`src/rtl/multicycle_ctrl_if.sv`:
```
// Handshake/control bundle between the multicycle controller and its datapath.
//   master : datapath / sequencer side - drives run, instruction fields and
//            mem_ready; observes the control strobes and status.
//   slave  : controller side - the mirror image.
// Signals:
//   run, opcode[6:0], funct3[2:0], funct7[6:0], mem_ready  (to controller)
//   pc_write, ir_write, reg_write, mem2reg, alu_src, mem_read, mem_write,
//   alu_cc[ALU_CC_W-1:0], state[2:0], halted, err_code[1:0] (from controller)
// Optional macro MC_PERF_COUNTERS_EN adds retired_cnt/stall_cnt[CNT_W-1:0].
interface multicycle_ctrl_if #(
  parameter int ALU_CC_W = 4
`ifdef MC_PERF_COUNTERS_EN
  , parameter int CNT_W  = 32
`endif
);
  logic                run;
  logic [6:0]          opcode;
  logic [2:0]          funct3;
  logic [6:0]          funct7;
  logic                mem_ready;
  logic                pc_write;
  logic                ir_write;
  logic                reg_write;
  logic                mem2reg;
  logic                alu_src;
  logic                mem_read;
  logic                mem_write;
  logic [ALU_CC_W-1:0] alu_cc;
  logic [2:0]          state;
  logic                halted;
  logic [1:0]          err_code;
`ifdef MC_PERF_COUNTERS_EN
  logic [CNT_W-1:0]    retired_cnt;
  logic [CNT_W-1:0]    stall_cnt;
`endif

  modport master (
    output run, opcode, funct3, funct7, mem_ready,
    input  pc_write, ir_write, reg_write, mem2reg, alu_src, mem_read,
           mem_write, alu_cc, state, halted, err_code
`ifdef MC_PERF_COUNTERS_EN
    , input retired_cnt, stall_cnt
`endif
  );

  modport slave (
    input  run, opcode, funct3, funct7, mem_ready,
    output pc_write, ir_write, reg_write, mem2reg, alu_src, mem_read,
           mem_write, alu_cc, state, halted, err_code
`ifdef MC_PERF_COUNTERS_EN
    , output retired_cnt, stall_cnt
`endif
  );
endinterface

```
`src/rtl/multicycle_ctrl.sv`:
```
// Multicycle RISC-V control FSM (FETCH/DECODE/EXEC/MEM/WB) with a memory
// ready handshake, a memory-wait timeout and a sticky halt.
// Ports:
//   clk    - clock, rising edge
//   reset  - synchronous, active-low reset
//   bus    - multicycle_ctrl_if.slave: run/opcode/funct3/funct7/mem_ready in;
//            control strobes, alu_cc, state, halted, err_code out
// Optional macro MC_PERF_COUNTERS_EN adds retired/stall performance counters.
//
// state  | meaning
// IDLE 0 | waiting for run
// FETCH 1| ir_write + pc_write
// DECODE2| latch instruction fields, check opcode
// EXEC 3 | ALU operation
// MEM 4  | LW/SW access, wait for mem_ready (with timeout)
// WB 5   | register write-back
// HALT 7 | sticky error stop, left only by reset
module multicycle_ctrl #(
  parameter int ALU_CC_W    = 4,
  parameter int TO_W        = 8,
  parameter int MEM_TIMEOUT = 16
`ifdef MC_PERF_COUNTERS_EN
  , parameter int CNT_W     = 32
`endif
) (
  input logic               clk,
  input logic               reset,
  multicycle_ctrl_if.slave  bus
);

  localparam logic [2:0] S_IDLE   = 3'd0;
  localparam logic [2:0] S_FETCH  = 3'd1;
  localparam logic [2:0] S_DECODE = 3'd2;
  localparam logic [2:0] S_EXEC   = 3'd3;
  localparam logic [2:0] S_MEM    = 3'd4;
  localparam logic [2:0] S_WB     = 3'd5;
  localparam logic [2:0] S_HALT   = 3'd7;

  localparam logic [6:0] OP_R  = 7'b0110011;
  localparam logic [6:0] OP_I  = 7'b0010011;
  localparam logic [6:0] OP_LW = 7'b0000011;
  localparam logic [6:0] OP_SW = 7'b0100011;

  localparam logic [ALU_CC_W-1:0] CC_AND = ALU_CC_W'(0);
  localparam logic [ALU_CC_W-1:0] CC_OR  = ALU_CC_W'(1);
  localparam logic [ALU_CC_W-1:0] CC_ADD = ALU_CC_W'(2);
  localparam logic [ALU_CC_W-1:0] CC_XOR = ALU_CC_W'(3);
  localparam logic [ALU_CC_W-1:0] CC_SLL = ALU_CC_W'(4);
  localparam logic [ALU_CC_W-1:0] CC_SRL = ALU_CC_W'(5);
  localparam logic [ALU_CC_W-1:0] CC_SUB = ALU_CC_W'(6);
  localparam logic [ALU_CC_W-1:0] CC_SLT = ALU_CC_W'(7);
  localparam logic [ALU_CC_W-1:0] CC_SRA = ALU_CC_W'(8);

  localparam logic [1:0] ERR_NONE    = 2'b00;
  localparam logic [1:0] ERR_ILLEGAL = 2'b01;
  localparam logic [1:0] ERR_TIMEOUT = 2'b10;

  logic [2:0]      state_q, state_d;
  logic [1:0]      err_q, err_d;
  logic [6:0]      op_q, op_d;
  logic [2:0]      f3_q, f3_d;
  logic [6:0]      f7_q, f7_d;
  logic [TO_W-1:0] to_cnt_q, to_cnt_d;

  // Only funct7[5] selects between operation variants.
  logic unused_f7;
  assign unused_f7 = ^{f7_q[6], f7_q[4:0]};

  logic is_r, is_i, is_lw, is_sw;
  assign is_r  = (op_q == OP_R);
  assign is_i  = (op_q == OP_I);
  assign is_lw = (op_q == OP_LW);
  assign is_sw = (op_q == OP_SW);

  logic op_legal;
  assign op_legal = (bus.opcode == OP_R) || (bus.opcode == OP_I) ||
                    (bus.opcode == OP_LW) || (bus.opcode == OP_SW);

  // The limit is hit on the cycle whose increment would reach MEM_TIMEOUT,
  // so exactly MEM_TIMEOUT MEM cycles are spent before halting.
  logic [TO_W:0] to_next;
  logic          timeout_hit;
  assign to_next     = {1'b0, to_cnt_q} + 1'b1;
  assign timeout_hit = (MEM_TIMEOUT != 0) && (to_next == (TO_W+1)'(MEM_TIMEOUT));

  // ALU code from the latched fields; also held in WB.
  logic [ALU_CC_W-1:0] cc_op;
  always_comb begin
    cc_op = CC_ADD;
    if (is_r || is_i) begin
      case (f3_q)
        3'b000:  cc_op = (is_r && f7_q[5]) ? CC_SUB : CC_ADD;
        3'b001:  cc_op = CC_SLL;
        3'b010:  cc_op = CC_SLT;
        3'b011:  cc_op = CC_SLT;
        3'b100:  cc_op = CC_XOR;
        3'b101:  cc_op = f7_q[5] ? CC_SRA : CC_SRL;
        3'b110:  cc_op = CC_OR;
        default: cc_op = CC_AND;
      endcase
    end
  end

  always_comb begin
    state_d  = state_q;
    err_d    = err_q;
    op_d     = op_q;
    f3_d     = f3_q;
    f7_d     = f7_q;
    to_cnt_d = to_cnt_q;
    case (state_q)
      S_IDLE:   if (bus.run) state_d = S_FETCH;
      S_FETCH:  state_d = S_DECODE;
      S_DECODE: begin
        op_d = bus.opcode;
        f3_d = bus.funct3;
        f7_d = bus.funct7;
        if (op_legal) begin
          state_d = S_EXEC;
        end else begin
          state_d = S_HALT;
          err_d   = ERR_ILLEGAL;
        end
      end
      S_EXEC: begin
        to_cnt_d = '0;
        state_d  = (is_lw || is_sw) ? S_MEM : S_WB;
      end
      S_MEM: begin
        if (bus.mem_ready) begin
          if (is_lw)        state_d = S_WB;
          else if (bus.run) state_d = S_FETCH;
          else              state_d = S_IDLE;
        end else begin
          to_cnt_d = to_cnt_q + 1'b1;
          if (timeout_hit) begin
            state_d = S_HALT;
            err_d   = ERR_TIMEOUT;
          end
        end
      end
      S_WB:     state_d = bus.run ? S_FETCH : S_IDLE;
      S_HALT:   state_d = S_HALT;
      default: begin
        state_d = S_HALT;
        err_d   = ERR_ILLEGAL;
      end
    endcase
  end

  always_ff @(posedge clk) begin
    if (!reset) begin
      state_q  <= S_IDLE;
      err_q    <= ERR_NONE;
      op_q     <= '0;
      f3_q     <= '0;
      f7_q     <= '0;
      to_cnt_q <= '0;
    end else begin
      state_q  <= state_d;
      err_q    <= err_d;
      op_q     <= op_d;
      f3_q     <= f3_d;
      f7_q     <= f7_d;
      to_cnt_q <= to_cnt_d;
    end
  end

  always_comb begin
    bus.pc_write  = 1'b0;
    bus.ir_write  = 1'b0;
    bus.reg_write = 1'b0;
    bus.mem2reg   = 1'b0;
    bus.alu_src   = 1'b0;
    bus.mem_read  = 1'b0;
    bus.mem_write = 1'b0;
    bus.alu_cc    = CC_AND;
    case (state_q)
      S_FETCH: begin
        bus.pc_write = 1'b1;
        bus.ir_write = 1'b1;
      end
      S_EXEC: begin
        bus.alu_src = !is_r;
        bus.alu_cc  = cc_op;
      end
      S_MEM: begin
        bus.alu_src   = 1'b1;
        bus.alu_cc    = CC_ADD;
        bus.mem_read  = is_lw;
        bus.mem_write = is_sw;
      end
      S_WB: begin
        bus.reg_write = 1'b1;
        bus.mem2reg   = is_lw;
        bus.alu_src   = !is_r;
        bus.alu_cc    = cc_op;
      end
      default: ;
    endcase
  end

  assign bus.state    = state_q;
  assign bus.halted   = (state_q == S_HALT);
  assign bus.err_code = err_q;

`ifdef MC_PERF_COUNTERS_EN
  logic [CNT_W-1:0] retired_q, retired_d;
  logic [CNT_W-1:0] stall_q, stall_d;

  // Both events only occur in WB/MEM, so the counters freeze in HALT.
  always_comb begin
    retired_d = retired_q;
    stall_d   = stall_q;
    if ((state_q == S_WB) || (state_q == S_MEM && bus.mem_ready && is_sw))
      retired_d = retired_q + 1'b1;
    if (state_q == S_MEM && !bus.mem_ready)
      stall_d = stall_q + 1'b1;
  end

  always_ff @(posedge clk) begin
    if (!reset) begin
      retired_q <= '0;
      stall_q   <= '0;
    end else begin
      retired_q <= retired_d;
      stall_q   <= stall_d;
    end
  end

  assign bus.retired_cnt = retired_q;
  assign bus.stall_cnt   = stall_q;
`endif

endmodule

```
`src/flat_wrapper.sv`:
```
// flat-port wrapper written by rule: the top's interface ports become plain ports
module multicycle_ctrl_flat 
#(
  parameter int ALU_CC_W    = 4,
  parameter int TO_W        = 8,
  parameter int MEM_TIMEOUT = 16

)
  (clk, reset, bus_run, bus_opcode, bus_funct3, bus_funct7, bus_mem_ready, bus_pc_write, bus_ir_write, bus_reg_write, bus_mem2reg, bus_alu_src, bus_mem_read, bus_mem_write, bus_alu_cc, bus_state, bus_halted, bus_err_code);
  multicycle_ctrl_if #(.ALU_CC_W(ALU_CC_W)) bus_i ();
  input logic clk;
  input logic reset;
  input wire logic [$bits(bus_i.run)-1:0] bus_run;
  input wire logic [$bits(bus_i.opcode)-1:0] bus_opcode;
  input wire logic [$bits(bus_i.funct3)-1:0] bus_funct3;
  input wire logic [$bits(bus_i.funct7)-1:0] bus_funct7;
  input wire logic [$bits(bus_i.mem_ready)-1:0] bus_mem_ready;
  output wire logic [$bits(bus_i.pc_write)-1:0] bus_pc_write;
  output wire logic [$bits(bus_i.ir_write)-1:0] bus_ir_write;
  output wire logic [$bits(bus_i.reg_write)-1:0] bus_reg_write;
  output wire logic [$bits(bus_i.mem2reg)-1:0] bus_mem2reg;
  output wire logic [$bits(bus_i.alu_src)-1:0] bus_alu_src;
  output wire logic [$bits(bus_i.mem_read)-1:0] bus_mem_read;
  output wire logic [$bits(bus_i.mem_write)-1:0] bus_mem_write;
  output wire logic [$bits(bus_i.alu_cc)-1:0] bus_alu_cc;
  output wire logic [$bits(bus_i.state)-1:0] bus_state;
  output wire logic [$bits(bus_i.halted)-1:0] bus_halted;
  output wire logic [$bits(bus_i.err_code)-1:0] bus_err_code;
  assign bus_i.run = bus_run;
  assign bus_i.opcode = bus_opcode;
  assign bus_i.funct3 = bus_funct3;
  assign bus_i.funct7 = bus_funct7;
  assign bus_i.mem_ready = bus_mem_ready;
  assign bus_pc_write = bus_i.pc_write;
  assign bus_ir_write = bus_i.ir_write;
  assign bus_reg_write = bus_i.reg_write;
  assign bus_mem2reg = bus_i.mem2reg;
  assign bus_alu_src = bus_i.alu_src;
  assign bus_mem_read = bus_i.mem_read;
  assign bus_mem_write = bus_i.mem_write;
  assign bus_alu_cc = bus_i.alu_cc;
  assign bus_state = bus_i.state;
  assign bus_halted = bus_i.halted;
  assign bus_err_code = bus_i.err_code;
  multicycle_ctrl #(.ALU_CC_W(ALU_CC_W), .TO_W(TO_W), .MEM_TIMEOUT(MEM_TIMEOUT)) u_core (.clk(clk), .reset(reset), .bus(bus_i));
endmodule
```
`config.mk`:
```
export PLATFORM = sky130hd
export DESIGN_NAME = multicycle_ctrl_flat
export DESIGN_NICKNAME = d
export VERILOG_FILES = /design/src/rtl/multicycle_ctrl_if.sv /design/src/rtl/multicycle_ctrl.sv /design/src/flat_wrapper.sv
export SDC_FILE = /design/constraint.sdc
export NUM_CORES = 1
export LEC_CHECK = 0
export CORE_AREA = 3 3 58 60
export CTS_BUF_LIST = sky130_fd_sc_hd__clkbuf_2
export DETAILED_ROUTE_END_ITERATION = 12
export DIE_AREA = 0 0 61 63
export PLACE_DENSITY_LB_ADDON = 0.08
export SYNTH_ARGS = -nofsm -noshare
export SYNTH_HDL_FRONTEND = slang
export SYNTH_SLANG_ARGS = --single-unit
```
`constraint.sdc`:
```
create_clock -name clk -period 1.97 [get_ports clk]
set_input_delay 0.394 -clock clk [delete_from_list [all_inputs] [get_ports clk]]
set_output_delay 0.394 -clock clk [all_outputs]
set_load 0.01 [all_outputs]
```
Word-level counts from Yosys, hierarchy flattened
Index checks and enable logic that the tools add are counted.

word-level totals
  register bits = 29
  bits of input ports = 21
  output and inout port bits = 17

operators by class
  $add $sub $neg = 2
  equal/unequal tests = 26
  multiplexer cells = 25
  bitwise gates (word level) = 1
  reductions and logical operators = 16

operators with widths
  kind                                                                    count
  7-bit by 6-bit equality test with 1-bit output (second input constant)  4
  4-bit one-hot mux with 6 select lines                                   1
  3-bit equality test (second input constant)                             6
  3-bit 2-to-1 mux                                                        6
  3-bit one-hot mux with 6 select lines                                   1
  8-bit one-hot mux with 2 select lines                                   1
  7-bit by 2-bit equality test with 1-bit output (second input constant)  2
  7-bit by 5-bit equality test with 1-bit output (second input constant)  2
  3-bit by 2-bit equality test with 1-bit output (second input constant)  4
  8-bit by 1-bit adder with 9-bit output (second input constant)          1
  9-bit by 5-bit equality test with 1-bit output (second input constant)  1
  8-bit by 1-bit adder with 8-bit output (second input constant)          1
  4-bit 2-to-1 mux                                                        2
  8-bit 2-to-1 mux                                                        1
  4-bit one-hot mux with 2 select lines                                   1
  1-bit 2-to-1 mux                                                        7
  3-bit by 1-bit equality test with 1-bit output (second input constant)  2
  3-bit logical NOT                                                       2
  2-bit 2-to-1 mux                                                        3
  2-bit inequality test (second input constant)                           3
  2-bit one-hot mux with 3 select lines                                   1
  1-bit logical OR                                                        5
  5-bit OR reduction                                                      1
  2-bit AND reduction                                                     2
  other kinds (9)                                                         10

Depth between registers and ports, before layout
  word-level depth = 6
  mapped depth = 5
  depth with buffers taken out = 5

Worst setup path after synthesis
No wires, ideal clock.

  path kind = register -> output
  start point = reg u_core.op_q[6]
  end point = out bus_alu_cc[2]
  data arrival time = 1523 ps
  data required time = 1576 ps
  setup slack = 53 ps
  cell stages (with the launch flop) = 5
  path buffers = 0
  cells stage by stage = dfxtp_1 > nor4b_2 > nand4_1 > or3b_2 > a21oi_1

on the way
  longest elaborated chain between the ends = 6
  elaborated cells between the ends (all ways) = 8
  classes of those cells = eq/ne (2); mux (4); reduce/logical (2)

RTL lines
  item                                            RTL line                RTL
  from (decl)                                     multicycle_ctrl.sv:60   logic [6:0] op_q, op_d;
  from (signal assigned)                          multicycle_ctrl.sv:162  op_q <= op_d;
  7-bit by 6-bit equality test with 1-bit output  multicycle_ctrl.sv:70   assign is_r = (op_q == OP_R);
  1-bit logical AND                               multicycle_ctrl.sv:92   3'b000: cc_op = (is_r && f7_q[5]) ? CC_SUB : CC_ADD;
  3-bit 2-to-1 mux                                multicycle_ctrl.sv:92
  4-bit one-hot mux with 6 select lines           multicycle_ctrl.sv:91   case (f3_q)
  4-bit 2-to-1 mux *                              multicycle_ctrl.sv:90   if (is_r || is_i) begin
  4-bit one-hot mux with 2 select lines *         multicycle_ctrl.sv:178  case (state_q)
  to (decl)                                       flat_wrapper.sv:25      output wire logic [$bits(bus_i.alu_cc)-1:0] bus_alu_cc;

Every way passes the cells marked *; elsewhere a longest branch is shown, timed or not.

Final worst setup path
  start point = reg u_core.op_q[3]
  end point = out bus_alu_cc[2]

Same word-level chain as after synthesis.

==> flow_summary.yaml <==
sta:
  hold-worst-slack_ns: 0.497
  setup_viol: 8
  maxSlewViolCount: 0
  fmax_mhz: 427
  tightest_slew_ns: 0.394
  rsz0062_at_grt: "yes"
  period_share_pct: 119
  skew_ns: 0.00594
  max_slew_margin_pct: 73.6
  hold_viol: 0
  setup_ws_ns: -0.370
  fin_crit_ns: 2.34
outcome:
  status: "finished with violations"
  violations: "negative setup slack"
run:
  max-cap-violations: 0
detailed_routing:
  vias: 1498
  antenna_left: 0
  wl_per_cell_um: 15.4
  wirelength_um: 3920
  viasPerCell: 5.90
  drc_errors: 0
  dr.first_iter.drc_count: 76
  first_pass_iters: 4
placement:
  place_inst: 242
  pre_cts_slack_ns: -0.394
  port_buffers: 31
  gp_congestion: 0.859
  dpl.hpwl_um: 2750
synth:
  synthArstFlopShare_pct: 0
  yosys_most_used_dff: "dfxtp_1"
  synthDistinctLibCells: 50
  syn_avg_cell_area_um2: 8.54
  synth_edf_count: 0
  yosys_warnings: 0
  yosys.area.top_type_share_pct: 33.3
  synth_area_leaders: "dfxtp_1 (33%), mux2i_1 (8.3%), nor2b_1 (6.1%)"
  syn-num-nets: 192
  synth_cells: 169
  seq_area_frac_synth_pct: 33.3
  yosysTopAreaCell: "dfxtp_1"
  ys_seq_elements: 24
  synth_area_um2: 1440
pwr:
  internal-power_mw: 1.01
  ir_drop_uv: 562
  pwr-share-seq_pct: 39.7
  p_comb_share_pct: 37.7
  switching_power_mw: 0.492
  p_leak_nw: 0.809
  clockPowerShare_pct: 22.5
  netSwitchingFraction_pct: 32.7
  power_density_nw_per_um2: 746
final_layout:
  drive_gt1_share_pct: 26.2
  multi_input_area_um2: 957
  area_growth_pct: 39.8
  fin_nets: 245
  seq_area_um2: 488
  layout_commonest_cell: "buf_4"
  n_antenna_cell: 0
  stdcell_count: 254
  final_cell_mix: "buf_4 (22), dfxtp_1 (20), clkdlybuf4s50_1 (19)"
  fillers: 260
setup_path:
  cp-end-kind: "output port"
  crit_arrival_ns: 1.95
  crit_fanout: 2
  worstPathRequired_ns: 1.58
  worstSetupPathType: "flop to output port"
  crit_path_start_kind: "flop"
cts:
  cts_max_level: 1
  ctsHoldBuffers: 0
  cts-root-buf: "clkbuf_2"
  cts_tree: "yes"
  cts_inserted_buffers: 3
  cts_buffer_depth: 2
  clock_sinks: 24
  cts.clk_slew.worst_paths_ns: 0.25
  clkLatencyLatePin_ns: 0.36
global_routing:
  grt.overflow.total: 0
  grt_pass1_vias: 1413
  track_usage_pct: 21.3
  grt_max_degree: 16
  antenna_found_initial: 0
  grt_pass1_wl_um: 6450
floorplan:
  dieArea_um2: 3840
  core_um2: 2980
  initial_core_util_pct: 48.5
  placementRows: 20
  die_w_um: 61
  num_io_pins: 38
  die_h_um: 63
min_path:
  hold_class: "flop to flop"
Yosys cell counts (2+ instances only):
cell	instances
buf_2	2
or3b_2	2
nand3b_1	3
a211oi_1	2
a21oi_1	6
and2_1	3
nor2b_1	14
nand3_1	10
nand4_1	5
o21ai_0	11
clkbuf_1	6
and3_1	4
a21boi_0	3
nor3_1	3
or3_1	2
nor2_1	11
ha_1	2
nand2_1	6
nor3b_1	3
inv_1	3
o211a_1	2
mux2i_1	12
nor4b_2	2
a31oi_1	3
dfxtp_1	24
repair_timing:
action                                  4_1_cts  5_1_grt
endpoints found under the setup margin       13        8
gates cloned                                  0        0
pin swaps                                    13        3
resized for setup                            55        3
setup buffers                                 7        2
worst max-delay path: stages (launching register included):
cell	delay (ns)
dfxtp_2	0.39
nor4b_4	0.30
buf_4	0.15
nand4_1	0.10
or3b_4	0.39
a21oi_2	0.12
buf_2	0.14
area by class of cell:
| class | count | share of cell area, % |
|---|---|---|
| Multi-Input combinational cell | 133 | 47.4 |
| Sequential cell | 24 | 24.2 |
| Timing Repair Buffer | 57 | 23.6 |
| Tap cell | 33 | 2.05 |
| Clock inverter | 1 | 1.49 |
| Clock buffer | 3 | 0.744 |
| Inverter | 3 | 0.558 |
routing by layer:
metal	part of all wire (%)	up-vias	GRT usage, %
met1	48	695	30.4
met4	2.1	0	7.05
met2	45	57	32.2
met5	0	-	0
met3	4.9	15	3.31
li1	-	731	-
stage by stage:
stage | utilization [%] | cell area [um2] | setup TNS [ns] | total power, mW
floorplan | - | 1440 | 0 | 0.888
global placement | 63.5 | 1890 | -1.61 | 1.10
detailed placement | 63.5 | 1890 | -2.03 | 1.12
CTS | 67.2 | 2000 | -1.62 | 1.48
global route | 67.8 | 2020 | -2.98 | 1.59
finish | 67.8 | 2020 | -1.74 | 1.50
sequential cells by signal, summed over array words and instances, names as in the netlist:
register and count:
u_core.to_cnt_q 8, u_core.op_q 7, u_core.bus.state 3, u_core.f3_q 3, u_core.bus.err_code 2, u_core.f7_q 1
logic make-up (layout without fill, tap and decap cells):
kind of cell / Yosys count / count (layout) / share of synthesized area [%]
adders and majority gates: 2 / 2 / 1.73
DFF: 24 / 24 / 33.3
and+or+nand+nor: 77 / 77 / 32.7
xor gates and xnor gates: 1 / 1 / 0.607
AOI/OAI and AO/OA: 40 / 40 / 19.1
buffers and inverters: 12 / 64 / 3.55
muxes: 13 / 13 / 9.10
power groups by stage:
stage	sequential, mW	clock (mW)	combinational (mW)
finish	0.598	0.339	0.568
global route	0.604	0.366	0.616
CTS	0.596	0.339	0.549
detailed placement	0.600	0	0.517
global placement	0.596	0	0.509
floorplan	0.597	0	0.290
final timing paths:
kind	endpoint	start	depth (start not counted)	slack [ns]
setup reg to reg	u_core.bus.err_code[0]	u_core.to_cnt_q[0]	5	0.12
hold / removal	u_core.bus.err_code[1]	u_core.bus.err_code[1]	2	0.50
setup / recovery	bus_alu_cc[2]	u_core.op_q[3]	6	-0.37
hold reg to reg	u_core.bus.err_code[1]	u_core.bus.err_code[1]	2	0.50
(Power assumes the default switching activity.)
